<file path="src/rtl/i2s_pkg.sv">
// Shared definitions for the I2S sample-FIFO scheduling logic: state encoding,
// default FIFO geometry and lag thresholds, and a saturating counter helper.
package i2s_pkg;

    localparam int I2S_IDX_W      = 3;
    localparam int I2S_LAG_TGT    = 4;
    localparam int I2S_LAG_MIN    = 2;
    localparam int I2S_LAG_MAX    = 6;
    localparam int I2S_SLIP_LIMIT = 4;
    localparam int I2S_FRAME_LEN  = 166;

    typedef enum logic [1:0] {
        ST_ACQUIRE = 2'd0,
        ST_TRACK   = 2'd1,
        ST_RESYNC  = 2'd2
    } state_t;

    // Status counters stick at 255 rather than wrapping.
    function automatic logic [7:0] sat_inc(input logic [7:0] value, input logic en);
        return (en && (value != 8'hFF)) ? value + 8'd1 : value;
    endfunction

endpackage

</file>
<file path="src/rtl/i2s_gray_sync.sv">
// Two-flop synchronizer for a Gray-coded pointer followed by combinational
// Gray-to-binary conversion.
module i2s_gray_sync #(
    parameter int W = 3
) (
    input  logic         clk,
    input  logic         reset_n,
    input  logic [W-1:0] gray_in,
    output logic [W-1:0] bin_out
);

    logic [W-1:0] s1_reg;
    logic [W-1:0] s2_reg;

    always_ff @(posedge clk or negedge reset_n) begin
        if (!reset_n) begin
            s1_reg <= '0;
            s2_reg <= '0;
        end else begin
            s1_reg <= gray_in;
            s2_reg <= s1_reg;
        end
    end

    // Each binary bit is the XOR of all Gray bits at or above it.
    genvar gi;
    generate
        for (gi = 0; gi < W; gi++) begin : g_g2b
            assign bin_out[gi] = ^s2_reg[W-1:gi];
        end
    endgenerate

endmodule

</file>
<file path="src/rtl/i2s_fifo_rd_sched.sv">
// Read-side slot scheduler for the 8-slot I2S FIFO: keeps writer-to-reader lag
// near a target by slipping or repeating slots, re-centres on underrun.
module i2s_fifo_rd_sched
    import i2s_pkg::*;
#(
    parameter int IDX_W      = I2S_IDX_W,
    parameter int LAG_TGT    = I2S_LAG_TGT,
    parameter int LAG_MIN    = I2S_LAG_MIN,
    parameter int LAG_MAX    = I2S_LAG_MAX,
    parameter int SLIP_LIMIT = I2S_SLIP_LIMIT
) (
    input  logic             clk,
    input  logic             reset_n,
    input  logic [IDX_W-1:0] wr_idx_gray,
    input  logic             frame_tick,
    input  logic             clr_stat,
    output logic [IDX_W-1:0] rd_idx,
    output logic             rd_valid,
    output logic [1:0]       state,
    output logic [7:0]       slip_fwd_cnt,
    output logic [7:0]       slip_back_cnt,
    output logic [7:0]       resync_cnt,
    output logic             err_unf
);

    localparam int SC_W = $clog2(SLIP_LIMIT + 1);
    localparam logic [IDX_W-1:0] LAG_TGT_I = IDX_W'(LAG_TGT);
    localparam logic [IDX_W-1:0] LAG_MIN_I = IDX_W'(LAG_MIN);
    localparam logic [IDX_W-1:0] LAG_MAX_I = IDX_W'(LAG_MAX);
    localparam logic [SC_W-1:0]  SLIP_LAST = SC_W'(SLIP_LIMIT - 1);

    logic [IDX_W-1:0] wr_idx;
    logic [IDX_W-1:0] lag;

    state_t           state_reg, state_next;
    logic [IDX_W-1:0] rd_reg, rd_next;
    logic [IDX_W-1:0] prev_wr_reg, prev_wr_next;
    logic             valid_reg, valid_next;
    logic [SC_W-1:0]  slip_reg, slip_next;
    logic             err_reg;
    logic             set_err;

    // Counter index 0: forward slips, 1: repeats, 2: resync entries.
    logic [7:0]       cnt_reg [3];
    logic [2:0]       cnt_inc;

    i2s_gray_sync #(.W(IDX_W)) u_wr_sync (
        .clk     (clk),
        .reset_n (reset_n),
        .gray_in (wr_idx_gray),
        .bin_out (wr_idx)
    );

    assign lag = wr_idx - rd_reg;

    always_ff @(posedge clk or negedge reset_n) begin
        if (!reset_n) begin
            state_reg   <= ST_ACQUIRE;
            rd_reg      <= '0;
            prev_wr_reg <= '0;
            valid_reg   <= 1'b0;
            slip_reg    <= '0;
        end else begin
            state_reg   <= state_next;
            rd_reg      <= rd_next;
            prev_wr_reg <= prev_wr_next;
            valid_reg   <= valid_next;
            slip_reg    <= slip_next;
        end
    end

    always_comb begin
        state_next   = state_reg;
        rd_next      = rd_reg;
        prev_wr_next = prev_wr_reg;
        valid_next   = valid_reg;
        slip_next    = slip_reg;
        set_err      = 1'b0;
        cnt_inc      = 3'b000;
        if (frame_tick) begin
            prev_wr_next = wr_idx;
            case (state_reg)
                ST_ACQUIRE: begin
                    if (wr_idx != prev_wr_reg) begin
                        rd_next    = wr_idx - LAG_TGT_I;
                        valid_next = 1'b1;
                        state_next = ST_TRACK;
                    end
                end
                ST_TRACK: begin
                    if (lag == '0) begin
                        set_err    = 1'b1;
                        valid_next = 1'b0;
                        state_next = ST_RESYNC;
                        slip_next  = '0;
                        cnt_inc[2] = 1'b1;
                    end else if ((lag > LAG_MAX_I) || (lag < LAG_MIN_I)) begin
                        // The slip that would reach the limit resyncs instead.
                        if (slip_reg == SLIP_LAST) begin
                            valid_next = 1'b0;
                            state_next = ST_RESYNC;
                            slip_next  = '0;
                            cnt_inc[2] = 1'b1;
                        end else begin
                            slip_next = slip_reg + SC_W'(1);
                            if (lag > LAG_MAX_I) begin
                                rd_next    = rd_reg + IDX_W'(2);
                                cnt_inc[0] = 1'b1;
                            end else begin
                                cnt_inc[1] = 1'b1;
                            end
                        end
                    end else begin
                        rd_next   = rd_reg + IDX_W'(1);
                        slip_next = '0;
                    end
                end
                ST_RESYNC: begin
                    rd_next    = wr_idx - LAG_TGT_I;
                    valid_next = 1'b1;
                    state_next = ST_TRACK;
                end
                default: begin
                    state_next = ST_ACQUIRE;
                    valid_next = 1'b0;
                end
            endcase
        end
    end

    genvar gi;
    generate
        for (gi = 0; gi < 3; gi++) begin : g_cnt
            always_ff @(posedge clk or negedge reset_n) begin
                if (!reset_n) begin
                    cnt_reg[gi] <= '0;
                end else if (clr_stat) begin
                    cnt_reg[gi] <= '0;
                end else begin
                    cnt_reg[gi] <= sat_inc(cnt_reg[gi], cnt_inc[gi]);
                end
            end
        end
    endgenerate

    always_ff @(posedge clk or negedge reset_n) begin
        if (!reset_n) begin
            err_reg <= 1'b0;
        end else if (clr_stat) begin
            err_reg <= 1'b0;
        end else if (set_err) begin
            err_reg <= 1'b1;
        end
    end

    assign rd_idx        = rd_reg;
    assign rd_valid      = valid_reg;
    assign state         = state_reg;
    assign slip_fwd_cnt  = cnt_reg[0];
    assign slip_back_cnt = cnt_reg[1];
    assign resync_cnt    = cnt_reg[2];
    assign err_unf       = err_reg;

endmodule

</file>
<file path="config.mk">
export PLATFORM = sky130hd
export DESIGN_NAME = i2s_fifo_rd_sched
export DESIGN_NICKNAME = d
export VERILOG_FILES = /design/src/rtl/i2s_pkg.sv /design/src/rtl/i2s_gray_sync.sv /design/src/rtl/i2s_fifo_rd_sched.sv
export SDC_FILE = /design/constraint.sdc
export NUM_CORES = 1
export LEC_CHECK = 0
export CELL_PAD_IN_SITES_DETAIL_PLACEMENT = 2
export CELL_PAD_IN_SITES_GLOBAL_PLACEMENT = 2
export CORE_ASPECT_RATIO = 0.9
export CORE_UTILIZATION = 33
export DETAILED_ROUTE_END_ITERATION = 10
export PLACE_DENSITY = 0.77
export SYNTH_ARGS = -nofsm -noshare
export SYNTH_HDL_FRONTEND = slang
export SYNTH_HIERARCHICAL = 1
export SYNTH_SLANG_ARGS = --single-unit
</file>
<file path="constraint.sdc">
create_clock -name clk -period 3.5 [get_ports clk]
set_input_delay 0.7 -clock clk [delete_from_list [all_inputs] [get_ports clk]]
set_output_delay 0.7 -clock clk [all_outputs]
set_load 0.005 [all_outputs]
</file>
; Yosys cells after proc, flatten, opt, wreduce, memory -nomap -nowiden
; Cells that the tools add are included.
[classes]
mux = 39
n_lt_le_gt_ge = 2
n_reduce_logical = 16
n_eq_ne = 13
n_addsub = 8
[op_table]
columns = operator, n
row1 = $mux W8, 6
row2 = $mux W3, 11
row3 = $add A8 B1 Y8 const B, 3
row4 = $ne A8 B8 Y1 const B, 3
row5 = $mux W1, 13
row6 = $mux W2, 6
row7 = $ne A3 B3 Y1 const B, 4
row8 = $pmux W3 S3, 1
row9 = $reduce_bool A2 Y1, 4
row10 = $add A3 B1 Y3 const B, 2
row11 = $pmux W2 S3, 1
row12 = $reduce_and A6 Y1, 1
row13 = $ne A2 B2 Y1 const B, 2
row14 = $reduce_and A4 Y1, 1
row15 = $add A3 B2 Y3 const B, 1
row16 = $eq A3 B2 Y1 const B, 1
row17 = $gt A3 B3 Y1 const B, 1
row18 = $logic_and A1 B1 Y1, 3
row19 = $logic_not A3 Y1, 1
row20 = $lt A3 B2 Y1 const B, 1
row21 = $ne A3 B3 Y1, 1
row22 = $pmux W1 S3, 1
row23 = $reduce_bool A3 Y1, 1
row24 = $reduce_xor A3 Y1, 1
row25 = 8 further kinds, 8
[totals]
inputBits = 7
ff_bits = 43
word_cells = 89

; Depth between registers and ports, before layout
[depth]
depth_word = 12
ltp_mapped = 10

; By module
; Netlist, hierarchy kept.
[by_module_without_submodules]
columns = mod, cells_each, instances, seq_area_each_um2, area_per_inst_um2
row1 = i2s_fifo_rd_sched, 218, 1, 925.9, 2089.5
row2 = i2s_gray_sync, 9, 1, 150.1, 190.2

; Worst setup path before layout
; Ideal clock, no wire load.
[synth_timing]
path_type = register -> register
from = reg u_wr_sync.s2_reg[2]
to = reg cnt_reg, in the netlist resync_cnt[5]
t_arrival_ns = 2.739
setup_slack_ns = 0.683
path_stages_with_launch = 10
path_cell_list = dfrtp_1 > xor3_1 > inv_1 > ha_1 > fa_1 > xnor3_2 > mux2i_4 > a2bb2oi_2 > or4_1 > a21oi_1
[synth_via]
elab_chain_len = 10
elab_cells_between_ends = 13
cone_classes = add/sub: 1 / order compare: 2 / mux: 4 / reduce/logical: 6
[synth_lines]
columns = element, line
row1 = from (decl), i2s_gray_sync.sv:13  ; logic [W-1:0] s2_reg;
row2 = from (signal assigned), i2s_gray_sync.sv:21  ; s2_reg <= s1_reg;
row3 = $reduce_xor A3 Y1 (*), i2s_gray_sync.sv:29  ; assign bin_out[gi] = ^s2_reg[W-1:gi];
row4 = net wr_idx[0], i2s_fifo_rd_sched.sv:32  ; logic [IDX_W-1:0] wr_idx;
row5 = $sub A3 B3 Y3 (*), i2s_fifo_rd_sched.sv:54  ; assign lag = wr_idx - rd_reg;
row6 = $gt A3 B3 Y1 / $lt A3 B2 Y1 (equally long branches), i2s_fifo_rd_sched.sv:97  ; end else if ((lag > LAG_MAX_I) || (lag < LAG_MIN_I)) begin
row7 = $logic_or A1 B1 Y1, i2s_fifo_rd_sched.sv:97
row8 = $mux W3, i2s_fifo_rd_sched.sv:97
row9 = $mux W1 (*), i2s_fifo_rd_sched.sv:91  ; if (lag == '0) begin
row10 = $mux W3 (*), i2s_fifo_rd_sched.sv:82  ; case (state_reg)
row11 = $mux W3 (*), i2s_fifo_rd_sched.sv:80  ; if (frame_tick) begin
row12 = $logic_and A1 B1 Y1 (*), i2s_pkg.sv:20  ; return (en && (value != 8'hFF)) ? value + 8'd1 : value;
row13 = $reduce_bool A2 Y1 (no source line) (*), -
row14 = "to (signal, indexed assignment)", i2s_fifo_rd_sched.sv:140  ; cnt_reg[gi] <= sat_inc(cnt_reg[gi], cnt_inc[gi]);
row15 = to (decl), i2s_fifo_rd_sched.sv:44  ; logic [7:0] cnt_reg [3];
; Mark *: on every way through the listed nets, which the timed path passes. The rest lies on a longest branch.
; A chain may end at the register's enable or synchronous reset.

; Final worst setup path
; Ends and elaborated chain as after synthesis.

==> flow_results.xml <==
<?xml version="1.0" encoding="UTF-8"?>
<metrics>
  <group name="status">
    <metric name="run_status" unit="">finished clean</metric>
  </group>
  <group name="setup_path">
    <metric name="crit_arrival" unit="ns">3.53</metric>
    <metric name="reg2reg_depth" unit="">10</metric>
    <metric name="path_class" unit="">reg2reg</metric>
    <metric name="critical_path.reg2reg.startpoint" unit="">u_wr_sync/s2_reg[2]</metric>
    <metric name="worst-endpoint-required" unit="ns">3.73</metric>
    <metric name="worstReg2RegEnd" unit="">resync_cnt[5]</metric>
    <metric name="crit_path_start_kind" unit="">register</metric>
    <metric name="worst_path_fanout_max" unit="">17</metric>
    <metric name="endpoint_kind" unit="">register</metric>
    <metric name="worst_reg2reg_setup_slack" unit="ns">0.20</metric>
  </group>
  <group name="yosys">
    <metric name="dominantRegCellSynth" unit="">dfrtp_1</metric>
    <metric name="synth_largest_type_area_fraction" unit="%">47.20</metric>
    <metric name="ys_ff_latch" unit="">43</metric>
    <metric name="syn-num-nets" unit="">241</metric>
    <metric name="synth_top_cells_by_count" unit="">dfrtp_1 (43), nor2_1 (23), nand2_1 (19)</metric>
    <metric name="syn-instance-count" unit="">227</metric>
    <metric name="synthMostInstantiatedCell" unit="">dfrtp_1</metric>
    <metric name="yosysSeqAreaShare" unit="%">47.20</metric>
    <metric name="synth_area_leaders" unit="">dfrtp_1 (47%), xnor2_1 (3.8%), nor2_1 (3.8%), ha_1 (3.3%), nand2_1 (3.1%)</metric>
    <metric name="synth_cell_types" unit="">44</metric>
    <metric name="synth_top_area_cell" unit="">dfrtp_1</metric>
    <metric name="synth_enable_flop_cells" unit="">0</metric>
    <metric name="syn-cell-area" unit="um^2">2280</metric>
    <metric name="yosysWarnings" unit="">6</metric>
    <metric name="synth_area_per_cell" unit="um^2">10.04</metric>
    <metric name="asyncSetResetFlopFracSynth" unit="%">100.0</metric>
  </group>
  <group name="cts">
    <metric name="clock_latency_reported_for_the_late_side_of_the_worst_skew_pair" unit="ns">0.31</metric>
    <metric name="cts.clk_slew.worst_paths" unit="ns">0.09</metric>
    <metric name="cts.sinks" unit="">43</metric>
    <metric name="post_cts.repair.setup_buffers" unit="">0</metric>
    <metric name="cts_tree" unit="">done</metric>
    <metric name="clk_root_buffer_cell" unit="">clkbuf_8</metric>
    <metric name="cts-htree-levels" unit="">2</metric>
    <metric name="holdBufCountCts" unit="">0</metric>
    <metric name="cts.path.max_buffers" unit="">2</metric>
    <metric name="postCtsResizedCells" unit="">0</metric>
    <metric name="cts_inserted_buffers" unit="">5</metric>
  </group>
  <group name="placed_design">
    <metric name="placedCellCount" unit="">349</metric>
    <metric name="io_buffer_count" unit="">37</metric>
    <metric name="postPlaceCellArea" unit="um^2">2744</metric>
    <metric name="detailedPlace.worstSlack" unit="ns">0.2347</metric>
    <metric name="dp_hpwl" unit="um">4066</metric>
    <metric name="place_congestion" unit="">0.7493</metric>
  </group>
  <group name="power_and_ir_drop">
    <metric name="power.static_leakage" unit="nW">1.166</metric>
    <metric name="power-per-cell-area" unit="nW/um^2">666.8</metric>
    <metric name="seq_power_share" unit="%">33.8</metric>
    <metric name="power.internal" unit="mW">1.170</metric>
    <metric name="power_frac_clock" unit="%">21.9</metric>
    <metric name="irDropWorstVdd" unit="uV">269.0</metric>
    <metric name="combPwrFrac" unit="%">44.3</metric>
    <metric name="power_switching_share" unit="%">38.66</metric>
    <metric name="power.net_switching" unit="mW">0.7376</metric>
  </group>
  <group name="die">
    <metric name="area_of_the_placeable_core" unit="um^2">6621</metric>
    <metric name="rows" unit="">28</metric>
    <metric name="io_pins" unit="">38</metric>
    <metric name="die_area" unit="um^2">7245</metric>
    <metric name="die_w" unit="um">89.61</metric>
    <metric name="starting_density_of_the_core" unit="%">34.43</metric>
    <metric name="dieHeight" unit="um">80.85</metric>
  </group>
  <group name="grt">
    <metric name="global_route_wire_length_before_repair" unit="um">10020</metric>
    <metric name="grt_start_max_net_pins" unit="">44</metric>
    <metric name="grt_antenna_before_repair" unit="">0</metric>
    <metric name="global_route.usage.total" unit="%">18.41</metric>
    <metric name="gr-total-overflow" unit="">0</metric>
    <metric name="via_count_of_the_first_global_routing_pass" unit="">1993</metric>
  </group>
  <group name="sta">
    <metric name="slew-limit-headroom" unit="%">33.81</metric>
    <metric name="final_critical_path_setup_slack" unit="ns">0.1995</metric>
    <metric name="setup_tns" unit="ns">0</metric>
    <metric name="rsz0062_at_grt" unit="">false</metric>
    <metric name="timing.final.crit_share" unit="%">94.30</metric>
    <metric name="finalSetupViolations" unit="">0</metric>
    <metric name="tightest_slew" unit="ns">0.9929</metric>
    <metric name="worst_clock_skew" unit="ns">0.007410</metric>
    <metric name="final-max-slew-violation-count" unit="">0</metric>
    <metric name="final.min_clock_period" unit="ns">3.301</metric>
    <metric name="max_freq" unit="MHz">303.0</metric>
    <metric name="hold_ws" unit="ns">0.3493</metric>
    <metric name="hold_viol_final" unit="">0</metric>
  </group>
  <group name="route">
    <metric name="vias_per_cell" unit="">5.218</metric>
    <metric name="first_iter_violations" unit="">27</metric>
    <metric name="vias" unit="">1863</metric>
    <metric name="drt-wirelength-per-cell" unit="um">16.81</metric>
    <metric name="antenna_left" unit="">0</metric>
    <metric name="routed_wirelength" unit="um">6001</metric>
    <metric name="drcViolationCount" unit="">0</metric>
    <metric name="pre_repair_dr_iteration_count" unit="">4</metric>
  </group>
  <group name="finish">
    <metric name="finish.cell_count_without_fillers" unit="">357</metric>
    <metric name="final_layout_size_suffix_gt1_share" unit="%">7.865</metric>
    <metric name="antenna_cells_inserted" unit="">0</metric>
    <metric name="fin_nets" unit="">280</metric>
    <metric name="growth_of_design_area_from_synthesis_to_finish" unit="%">25.52</metric>
    <metric name="final_design_area_no_fill" unit="um^2">2861</metric>
  </group>
  <group name="hold_path">
    <metric name="hold_depth" unit="">0</metric>
    <metric name="hold_start" unit="">u_wr_sync/s1_reg[2]</metric>
    <metric name="endpoint_worst_hold" unit="">u_wr_sync/s2_reg[2]</metric>
    <metric name="hold_path.class" unit="">reg2reg</metric>
  </group>
  <group name="job">
    <metric name="max-cap-violations" unit="">0</metric>
  </group>
</metrics>
## cell families (layout without fill, tap and decap cells)
family / Yosys count / in the layout / synth area share [%]
simple gates: 101 / 101 / 23.22
flops: 43 / 43 / 47.20
compound gates: 36 / 36 / 10.15
xor+xnor: 20 / 20 / 9.001
buf+inv: 14 / 54 / 2.908
fa+ha+maj: 7 / 7 / 4.171
mux: 6 / 6 / 3.348
## power by group through the flow
stage	registers (mW)	clock network, mW	logic [mW]
CTS	0.645	0.437	0.855
global route	0.656	0.448	0.930
finish	0.645	0.418	0.845
detailed placement	0.653	0	0.827
global placement	0.653	0	0.796
floorplan	0.628	0	0.584
## critical path: stages, from the launching register on
cell and delay, ns:
dfrtp_1 0.48, xor3_1 0.49, inv_1 0.07, ha_1 0.19, fa_1 0.56, nor2_1 0.26, mux2i_4 0.16, a2bb2oi_2 0.16
buf_4 0.19, or4_1 0.52, a21oi_1 0.15
## worst max path at each step
| stage | startpoint | endpoint | slack, ns | cells after the start |
|---|---|---|---|---|
| 2_1_floorplan | u_wr_sync/s2_reg[2] | resync_cnt[5] | 0.68 | 9 |
| 3_3_place_gp | u_wr_sync/s2_reg[2] | resync_cnt[5] | 0.39 | 10 |
| 3_5_place_dp | u_wr_sync/s2_reg[2] | resync_cnt[7] | 0.23 | 10 |
| 4_1_cts | u_wr_sync/s2_reg[2] | resync_cnt[7] | 0.19 | 10 |
| 5_1_grt | u_wr_sync/s2_reg[2] | resync_cnt[7] | 0.03 | 10 |
| 6_report | u_wr_sync/s2_reg[2] | resync_cnt[5] | 0.20 | 10 |
## final cells by class
class	count	area [um^2]
Inverter	4	15.01
Clock inverter	2	35.03
Tap cell	90	112.6
Fill cell	700	3760
Clock buffer	6	82.58
Sequential cell	43	1076
Timing Repair Buffer	42	402.9
Multi-Input combinational cell	170	1137
## stage by stage
step	utilization, %	total power, mW
after global placement	41.44	1.449
after CTS	43.22	1.937
final	43.22	1.908
after floorplan	-	1.212
after detailed placement	41.44	1.481
after global routing	43.22	2.034
## layer usage
metal  share of wire (%)  global-route usage (%)  vias to the layer above
met5                   0                       0                        -
met4                 1.1                   5.714                        0
met3                 3.0                   3.354                        5
met2                  48                   30.45                       33
met1                  48                   24.35                      945
li1                    -                       -                      880
## layout by cell type (no fill, tap or decap), drive strengths merged, types with 2 or more instances in the layout
cell	n
ha	6
buf	6
nand2b	4
and3	3
clkbuf	6
nand2	19
nand4b	2
xor2	8
nand3	14
inv	4
nor3	5
nor4	3
xnor2	10
mux2	3
o31ai	5
a21o	5
nor2	23
nor2b	4
a21oi	11
dfrtp	43
nand4	7
or4	4
o21ai	8
mux2i	3
and2	3
and4	2
or3	5
clkdlybuf4s50	36
(Power assumes the default switching activity.)
